[src/rtl/binary_mul_4bit.sv]
// Two-stage pipelined 4x4 array multiplier (AND partial products + full-adder rows).
// Define BINARY_MUL_SIGNED_EN to add the tc port for Baugh-Wooley two's-complement products.
module binary_mul_4bit (
    input  logic       clk,
    input  logic       rst,
    input  logic       in_valid,
`ifdef BINARY_MUL_SIGNED_EN
    input  logic       tc,
`endif
    input  logic [3:0] A,
    input  logic [3:0] B,
    output logic       out_valid,
    output logic [7:0] M
);

    logic       tc_s;
    logic [3:0] pp0, pp1, pp2, pp3;
    logic [7:0] acc2, prod;

    logic [5:0] sum1_d, sum1_q;
    logic [3:0] a_d, a_q;
    logic [1:0] bh_d, bh_q;
    logic       tc_d, tc_q;
    logic       v1_d, v1_q;
    logic [7:0] m_d, m_q;
    logic       out_valid_d, out_valid_q;

`ifdef BINARY_MUL_SIGNED_EN
    assign tc_s = tc;
`else
    assign tc_s = 1'b0;
`endif

    function automatic logic [1:0] full_add(input logic x, input logic y, input logic ci);
        return {(x & y) | (ci & (x ^ y)), x ^ y ^ ci};
    endfunction

    function automatic logic [5:0] fa_row5(input logic [4:0] x, input logic [4:0] y);
        logic       c;
        logic [1:0] r;
        logic [5:0] s;
        c = 1'b0;
        s = '0;
        for (int unsigned k = 0; k < 5; k++) begin
            r    = full_add(x[k], y[k], c);
            s[k] = r[0];
            c    = r[1];
        end
        s[5] = c;
        return s;
    endfunction

    function automatic logic [7:0] ripple_add8(input logic [7:0] x, input logic [7:0] y);
        logic       c;
        logic [1:0] r;
        logic [7:0] s;
        c = 1'b0;
        s = '0;
        for (int unsigned k = 0; k < 8; k++) begin
            r    = full_add(x[k], y[k], c);
            s[k] = r[0];
            c    = r[1];
        end
        return s;
    endfunction

    // Baugh-Wooley: invert terms where exactly one operand bit is a sign bit,
    // and add constants 2^4 (stage 1, bit 4 of row-0 operand) and 2^7 (stage 2).
    always_comb begin
        pp0    = A & {4{B[0]}};
        pp1    = A & {4{B[1]}};
        pp0[3] = pp0[3] ^ tc_s;
        pp1[3] = pp1[3] ^ tc_s;

        v1_d   = in_valid;
        sum1_d = sum1_q;
        a_d    = a_q;
        bh_d   = bh_q;
        tc_d   = tc_q;
        if (in_valid) begin
            sum1_d = fa_row5({tc_s, pp0}, {pp1, 1'b0});
            a_d    = A;
            bh_d   = B[3:2];
            tc_d   = tc_s;
        end
    end

    always_comb begin
        pp2      = a_q & {4{bh_q[0]}};
        pp3      = a_q & {4{bh_q[1]}};
        pp2[3]   = pp2[3] ^ tc_q;
        pp3[2:0] = pp3[2:0] ^ {3{tc_q}};

        acc2 = ripple_add8({2'b00, sum1_q}, {2'b00, pp2, 2'b00});
        prod = ripple_add8(acc2, {tc_q, pp3, 3'b000});

        out_valid_d = v1_q;
        m_d         = v1_q ? prod : m_q;
    end

    always_ff @(posedge clk or posedge rst) begin
        if (rst) begin
            sum1_q      <= '0;
            a_q         <= '0;
            bh_q        <= '0;
            tc_q        <= 1'b0;
            v1_q        <= 1'b0;
            m_q         <= '0;
            out_valid_q <= 1'b0;
        end else begin
            sum1_q      <= sum1_d;
            a_q         <= a_d;
            bh_q        <= bh_d;
            tc_q        <= tc_d;
            v1_q        <= v1_d;
            m_q         <= m_d;
            out_valid_q <= out_valid_d;
        end
    end

    assign M         = m_q;
    assign out_valid = out_valid_q;

endmodule

[config.mk]
export PLATFORM = sky130hd
export DESIGN_NAME = binary_mul_4bit
export DESIGN_NICKNAME = d
export VERILOG_FILES = /design/src/rtl/binary_mul_4bit.sv
export SDC_FILE = /design/constraint.sdc
export NUM_CORES = 1
export LEC_CHECK = 0
export ABC_AREA = 1
export ABC_CLOCK_PERIOD_IN_PS = 6050
export CORE_ASPECT_RATIO = 0.6
export CORE_UTILIZATION = 49
export CTS_CLUSTER_SIZE = 8
export DETAILED_ROUTE_END_ITERATION = 8
export PLACE_DENSITY = 0.75
export SYNTH_ARGS = -nofsm -noshare
export SYNTH_HDL_FRONTEND = slang
export SYNTH_SLANG_ARGS = --single-unit
[constraint.sdc]
create_clock -name clk -period 6.05 [get_ports clk]
set_input_delay 1.5125 -clock clk [delete_from_list [all_inputs] [get_ports clk]]
set_output_delay 1.5125 -clock clk [all_outputs]
set_load 0.03 [all_outputs]
# Yosys cells after proc, flatten, opt, wreduce, memory -nomap -nowiden
# Index checks and enable logic that the tools add are counted.
word_totals:
  ram_bits: 0
  inputBits: 11
  register_bits: 22
  latchBits: 0
  out_inout_bits: 9
  n_memories: 0
  rom_bits: 0
classes:
  muxes: 0
  n_reduce_logical: 0
  n_mul: 0
  order_cmp: 0
  shift: 0
  add_sub_neg: 0
  div_mod_pow: 0
  bitwise_logic: 52
  eq_ne: 0
ops:
  columns: ["cell", "n"]
  rows:
  - ["1-bit AND", 20]
  - ["1-bit XOR", 20]
  - ["4-bit AND", 4]
  - ["1-bit bitwise OR", 8]

# Logic depth before layout (Yosys ltp)
# Gate-level depths: netlist of run 1.
depth:
  depth_word: 12
  ltp_mapped: 14
  mapped_depth_nobuf: 14

# Worst setup path before layout of run 1
# Ideal clock, no wire load.
synth_timing:
  path_type: "in2reg"
  from: "input port B[0]"
  to: "register sum1_q[4]"
  t_arrival_ns: 2.851
  path_buffers: 0
  setup_ns: 0.116
  path_slack_ns: 3.082
  cell_stages: 10
  path_cell_list: "nand2_1 -> inv_1 -> ha_1 -> inv_1 -> fa_1 -> fa_1 -> inv_1 -> ha_1 -> nand2_1 -> nand2_1"
synth_between:
  elab_chain_len: 7
synth_lines:
  columns: ["item", "line_no", "rtl"]
  rows:
  - ["from (decl)", "11", "input logic [3:0] B,"]
  - ["4-bit AND *", "70", "pp0 = A & {4{B[0]}};"]
  - ["1-bit AND / 1-bit XOR (equally long branches)", "35", "return {(x & y) | (ci & (x ^ y)), x ^ y ^ ci};"]
  - ["1-bit AND", "35", null]
  - ["1-bit bitwise OR", "35", null]
  - ["1-bit AND", "35", null]
  - ["1-bit bitwise OR *", "35", null]
  - ["1-bit XOR *", "35", null]
  - ["to (signal assigned)", "111", "sum1_q <= sum1_d;"]
  - ["to (decl)", "20", "logic [5:0] sum1_d, sum1_q;"]
# Every way passes the cells marked *; elsewhere a longest branch is shown, timed or not.
# A chain may end at the register's enable or synchronous reset.

# Final worst setup path of run 1
# Same ends and word-level chain as after synthesis.

==> summary.txt, run 1 <==
Layout
  • Layout cell share with drive strength beyond 1: 0.0325
  • Diodes inserted: 0
  • Post-route cell area: 1400 um2
  • Net count of the finished layout: roughly 180
  • Final standard cell utilization of the core: 0.637
  • Area Growth Syn to Fin: 21.3%

STA
  • Maximum achievable frequency: around 290 MHz
  • Transition time at the pin with the least slew margin: 841 ps
  • Final min period: 3400 ps
  • Final-layout worst hold slack: around 480 ps
  • Clk_skew: 7.04 ps
  • Max-slew violations: 0
  • Final hold violation count: 0
  • Final clock period utilization by the worst path: 0.562
  • Number of setup violations in the final report: 0
  • Total negative slack: 0 ps
  • Setup repair after global routing missed its margin: no
  • Relative slew margins: 0.439

Drt
  • Sum of routed wire length over all layers: 2.05 mm
  • Antenna-violating nets left: 0
  • Post-detailed-route wirelength per cell: 11.1 um
  • Vias: 859
  • Starting DRT DRC Count: 39
  • DRT Pass-1 Iters: 4
  • Post-route DRC violation count: 0
  • Average vias per placed instance: 4.67

Clocking
  • Clk slew on worst S/H paths: 70 ps
  • Longest Clk Path Bufs: 2
  • Clk root buf: sky130_fd_sc_hd__clkbuf_8
  • CTS Hold Bufs: 0
  • Clock latency at the later pin of the worst-skew pair: 260 ps
  • Count of buffers added by post-CTS timing repair for setup: 0
  • TritonCTS buffer count: 3
  • CTS tree: done
  • Depth of the CTS H-tree: 1
  • Number of instances resized during post-cts repair: 0
  • Num Clock Sinks: 22

Synthesis
  • Post-synthesis area per instance: 8.55 um2
  • Cell type with the highest aggregate area in the netlist: sky130_fd_sc_hd__dfrtp_1
  • Yosys warns: 0
  • Number of flops mapped to enable cells by yosys: 0
  • Area share of the largest cell type after synthesis: 0.477
  • Fraction of registers with async set/reset: 1.00
  • Top_reg_cell synth: sky130_fd_sc_hd__dfrtp_1
  • Flip-flop and latch count after synthesis: 22
  • Net count after synthesis: ~160
  • Number of distinct library cells after synthesis: 10
  • Cell types occupying the most area after synthesis: sky130_fd_sc_hd__dfrtp_1 48%, sky130_fd_sc_hd__nand2_1 24%, sky130_fd_sc_hd__fa_1 14%
  • List of most frequent post-synthesis cells: 74 x sky130_fd_sc_hd__nand2_1, 22 x sky130_fd_sc_hd__dfrtp_1, 21 x sky130_fd_sc_hd__inv_1
  • Cell with the most instances after synthesis: sky130_fd_sc_hd__nand2_1
  • Post-synthesis instance area: 1150 um2
  • Seq/Total Area, Yosys: 0.477
  • Synthesized instance count: 135

Min path
  • Path type of the worst min-delay path: flip-flop to flip-flop
  • Worst hold start: M[6]

Setup path
  • Worst Path Arrival: between 3000 and 4000 ps
  • Capturing element type of the critical path: flip-flop
  • Timing startpoint of the critical path: B[0]
  • Launching point of the worst reg2reg path: bh_q[0]
  • Highest net fanout along the worst path: 4
  • Largest stage delay, worst path: 520 ps
  • Cells along the critical path: clkdlybuf4s50_1 > nand2_1 > inv_1 > ha_1 > inv_1 > fa_1 > fa_1 > inv_1 > ha_1 > nand2_1 > nand2_1
  • Cell with the largest stage delay on the worst path: sky130_fd_sc_hd__clkdlybuf4s50_1
  • Cell family contributing the most delay on the critical path: adder cells
  • Worst Path Class, Setup: primary input to flip-flop
  • Buffer and inverter count on the worst path: 4
  • WP data required: 6190 ps
  • Critical Path Source Type: primary input

Global route
  • Via count of the first global-routing pass: roughly 740
  • Global-route congestion overflow total: 0
  • Pin count of the biggest net entering global routing: 23
  • Global-route wire length before repair: 3.45 mm
  • Global routing usage summed across all routing layers: 0.194
  • Initial antenna violation count: 0

Power and ir drop
  • Worst-case vdd ir drop: 0.000135 V
  • Total Power Consumption: 0.361 mW
  • Leakage dissipation: 0.804 nW
  • Cell Pwr Density: between 200 and 300 nW/um2

Die
  • Number of placed I/O pins: 20
  • DIE WIDTH: 64.6 um
  • Floorplan row count: 13
  • Core Area: 2200 um2
  • Overall die area: 2560 um2
  • Initial cell density of the core: 0.525
  • Die H: ~40 um

Placed design
  • Port Buffers: 19
  • Routability congestion estimate from global placement: between 0.7 and 0.8
  • Placed Area: 1360 um2
  • Half-perimeter wire length after placement: 1.64 mm

Job
  • Max-cap violation count: 0

Outcome
  • Run status: completed
-- worst paths after layout --
kind,endpoint,slack (ps),cells past startpoint
max in group asynchronous,a_q[3],3810,2
min reg2reg,M[6],480,2
min in group asynchronous,M[6],1720,2
min,M[6],480,2
max reg2reg,M[6],2910,12
max,sum1_q[4],2650,11
-- through the flow --
stage	worst slack (ps)	cells
after floorplan	3080	135
after global placement	2510	181
after detailed placement	2410	181
after CTS	2680	184
after global routing	2550	184
final	2650	184
-- worst register-to-register path, delay by kind of cell (launching register included) --
family        cells  cell delay (ps)
buf+inv           3              190
simple gates      3              200
fa+ha+maj         6             2260
flops             1              430
-- flip-flops by register name, summed over array words and instances (netlist names) --
name and count:
out_valid_d 1, bh_q 2, a_q 4, M 8, out_valid 1, sum1_q 6
-- logic make-up (layout without fill, tap and decap cells) --
family                     after synthesis  count (layout)  share of synthesized area
DFF                                     22              22                      0.477
buffers and inverters                   26              45                     0.0954
adders and majority gates               12              12                      0.182
and+or+nand+nor                         75              75                      0.245
-- placed cells by master (no fill, tap or decap) --
cell type                         instances
sky130_fd_sc_hd__fa_1                     8
sky130_fd_sc_hd__ha_1                     4
sky130_fd_sc_hd__inv_1                   21
sky130_fd_sc_hd__inv_2                    2
sky130_fd_sc_hd__clkbuf_8                 3
sky130_fd_sc_hd__nand2_1                 74
sky130_fd_sc_hd__clkdlybuf4s50_1         19
sky130_fd_sc_hd__nand3_1                  1
sky130_fd_sc_hd__dfrtp_1                 22
-- cell type report --
type,count,area [um2]
fill,203,797
sequential,22,551
multi-input combinational,87,493
timing repair buffer,19,190
inverter,23,86.3
clock buffer,3,41.3
tap,30,37.5
-- routing by layer --
layer / routed length (um) / GRT usage / vias up
met5: 0 / 0 / -
met4: 17 / 0.0500 / 0
met3: 66 / 0.0610 / 5
met2: 1000 / 0.337 / 14
met1: 960 / 0.239 / 415
li1: - / - / 425
-- report_power, final --
group	internal, mW	leakage, nW	switching [mW]
clock	0.0443	0.0216	0.0415
sequential	0.165	0.277	0.0128
combinational	0.0411	0.505	0.0563
No activity file was read; power rests on OpenSTA's default activity.
==> run 2: changes to the inputs <==
- ABC_CLOCK_PERIOD_IN_PS: 6050 -> 3090
- CORE_UTILIZATION: 49 -> 46
- PLACE_DENSITY: 0.75 -> 0.74
- clock period: 6.05 -> 3.09 ns (I/O delays scaled with it)
==> run 2 against run 1 <==
Compared with the run above: power rose by 100%; sequential share of layout area down 0.28 points; register-to-register slack worse by 2800 ps; die area rose by 6.2%; critical path type is now flip-flop to flip-flop.
==> summary.txt, run 2 (synthesized netlist as in run 1, its figures left out) <==
Layout
  • Area taken by multi-input logic gates: 495 um2 (was 493 um2)
  • Net count of the finished layout: 180 (was 179)
  • Area taken by flip-flops and latches: 551 um2 (unchanged)
  • Diodes inserted: 0 (unchanged)
  • Layout cell share with drive strength beyond 1: 0.0516 (was 0.0325)
  • Fill cells: 210 (was 203)
  • Most frequent standard cell in the layout excluding fill and tap cells: sky130_fd_sc_hd__nand2_1 (unchanged)
  • Post-route cell area: 1410 um2 (was 1400 um2)
  • Leading cell types in the layout, fill and taps excluded: 74 x sky130_fd_sc_hd__nand2_1, 22 x sky130_fd_sc_hd__dfrtp_1, 20 x sky130_fd_sc_hd__inv_1 (was 74 x sky130_fd_sc_hd__nand2_1, 22 x sky130_fd_sc_hd__dfrtp_1, 21 x sky130_fd_sc_hd__inv_1)
  • Number of flip-flops in the largest register: 8 (unchanged)
  • Area Growth Syn to Fin: 22.1% (was 21.3%)

STA
  • Relative slew margins: 0.457 (was 0.439)
  • Clk_skew: 8.80 ps (was 7.04 ps)
  • Final hold violation count: 0 (unchanged)
  • Maximum achievable frequency: 333 MHz
  • Number of setup violations in the final report: 0 (unchanged)
  • Max-slew violations: 0 (unchanged)
  • Final Worst Setup Slack: 85.3 ps (was 2650 ps)
  • Final clock period utilization by the worst path: 0.972
  • Final min period: 3000 ps
  • Transition time at the pin with the least slew margin: 814 ps (was 841 ps)

Clocking
  • CTS Hold Bufs: 0 (unchanged)
  • Clk root buf: sky130_fd_sc_hd__clkbuf_8 (unchanged)
  • TritonCTS buffer count: 3 (unchanged)
  • Longest Clk Path Bufs: 2 (unchanged)
  • Clk slew on worst S/H paths: 80 ps (was 70 ps)
  • Count of buffers added by post-CTS timing repair for setup: 0 (unchanged)
  • CTS tree: done (unchanged)
  • Depth of the CTS H-tree: 1 (unchanged)
  • Clock latency at the later pin of the worst-skew pair: 270 ps (was 260 ps)
  • Number of instances resized during post-cts repair: 0 (unchanged)
  • Num Clock Sinks: 22 (unchanged)

Global route
  • Global-route congestion overflow total: 0 (unchanged)
  • Via count of the first global-routing pass: 823 (was 735)
  • Global routing usage summed across all routing layers: 0.204 (was 0.194)
  • Global-route wire length before repair: 3.73 mm (was 3.45 mm)
  • Initial antenna violation count: 0 (unchanged)
  • Pin count of the biggest net entering global routing: 23 (unchanged)

Drt
  • Starting DRT DRC Count: 26 (was 39)
  • Uppermost signal routing layer after detailed routing: met4 (unchanged)
  • Post-detailed-route wirelength per cell: 11.9 um (was 11.1 um)
  • Antenna-violating nets left: 0 (unchanged)
  • Met3 WL post-DR: 81 um (was 66 um)
  • Vias: 854 (was 859)
  • Detailed route wirelength on metal2: 1.08 mm (was 1.00 mm)
  • Wire length the detailed router placed on met1: 1.02 mm (was 960 um)
  • Post-route DRC violation count: 0 (unchanged)
  • DRT Pass-1 Iters: 2 (was 4)
  • Average vias per placed instance: 4.62 (was 4.67)
  • Sum of routed wire length over all layers: 2.21 mm (was 2.05 mm)

Power and ir drop
  • Switching portion of total power: 0.316 (was 0.306)
  • Clock group share of total power: 0.246 (was 0.237)
  • Worst-case vdd ir drop: 0.000312 V (was 0.000135 V)
  • Sequential Power Share: 0.482 (was 0.493)
  • Cell internal pwr: 0.494 mW (was 0.251 mW)
  • Leakage dissipation: 0.804 nW (about the same)
  • Sw power: 0.228 mW (was 0.111 mW)
  • Cell Pwr Density: 512 nW/um2 (was 258 nW/um2)
  • Proportion of power drawn by combinational gates: 0.272 (was 0.269)

Die
  • Number of placed I/O pins: 20 (unchanged)
  • Core Area: 2260 um2 (was 2200 um2)
  • Initial cell density of the core: 0.510 (was 0.525)
  • Overall die area: 2720 um2 (was 2560 um2)
  • DIE WIDTH: 66.7 um (was 64.6 um)
  • Die H: 40.8 um (was 39.6 um)
  • Floorplan row count: 13 (unchanged)

Setup path
  • Highest net fanout along the worst path: 3 (was 4)
  • Capturing element type of the critical path: flip-flop (unchanged)
  • Worst Path Class, Setup: flip-flop to flip-flop (was primary input to flip-flop)
  • Reg2reg path depth: 12 (unchanged)
  • Worst Path Arrival: 3210 ps (was 3550 ps)
  • Critical Path Source Type: flip-flop (was primary input)
  • WP data required: 3300 ps (was 6190 ps)

Placed design
  • Port Buffers: 19 (unchanged)
  • Worst slack at placement: 49.4 ps (was 2410 ps)
  • Half-perimeter wire length after placement: 1.74 mm (was 1.64 mm)
  • Placed Area: 1370 um2 (was 1360 um2)
  • Routability congestion estimate from global placement: 0.735 (was 0.753)

Outcome
  • Run status: completed (unchanged)

Job
  • Max-cap violation count: 0 (unchanged)

Min path
  • Path type of the worst min-delay path: flip-flop to flip-flop (unchanged)
  • Hold Path Cell Cnt: 2 (unchanged)
[run 2: area by class of cell]
| cell class | instances | share of cell area |
|---|---|---|
| clock buffers | 3 | 0.0293 |
| inverters | 23 | 0.0613 |
| repair buffers | 20 | 0.140 |
| well taps | 30 | 0.0266 |
| flip-flops and latches | 22 | 0.391 |
| multi-input cells | 87 | 0.352 |
[run 2: power by group through the flow]
stage / clock network (mW) / logic, mW / registers (mW)
CTS: 0.181 / 0.199 / 0.349
global route: 0.194 / 0.224 / 0.353
finish: 0.178 / 0.196 / 0.348
global placement: 0 / 0.192 / 0.351
detailed placement: 0 / 0.198 / 0.354
floorplan: 0 / 0.0815 / 0.389
[run 2: stage by stage]
step	hold WS, ps	total power, mW	instances	utilization	setup TNS, ps
after floorplan	349	0.471	135	-	0
after global placement	456	0.543	182	0.604	0
after detailed placement	459	0.552	182	0.604	0
after CTS	477	0.729	185	0.622	0
after global routing	509	0.771	185	0.623	-32.8
final	476	0.722	185	0.623	0
[run 2: path summary, 6_finish.rpt]
check	startpoint	endpoint	slack, ps
setup / recovery	a_q[0]	M[6]	90
hold / removal	M[5]	M[5]	480
setup reg to reg	a_q[0]	M[6]	90
hold reg to reg	M[5]	M[5]	480
max in group asynchronous	rst	sum1_q[4]	1620
min in group asynchronous	rst	bh_q[0]	960
[run 2: critical path: stages (launching register included)]
cell and delay [ps]:
sky130_fd_sc_hd__dfrtp_1 370, sky130_fd_sc_hd__nand2_1 60, sky130_fd_sc_hd__inv_1 50, sky130_fd_sc_hd__ha_1 120
sky130_fd_sc_hd__inv_1 50, sky130_fd_sc_hd__fa_1 370, sky130_fd_sc_hd__fa_1 400, sky130_fd_sc_hd__inv_2 70
sky130_fd_sc_hd__fa_1 440, sky130_fd_sc_hd__fa_2 400, sky130_fd_sc_hd__fa_1 490, sky130_fd_sc_hd__nand2_1 50
sky130_fd_sc_hd__nand2_1 70
[run 2: metal layers]
metal  vias up  track usage
li1        431            -
met3         5       0.0694
met2        13        0.379
met4         0       0.0638
met1       405        0.232
met5         -            0
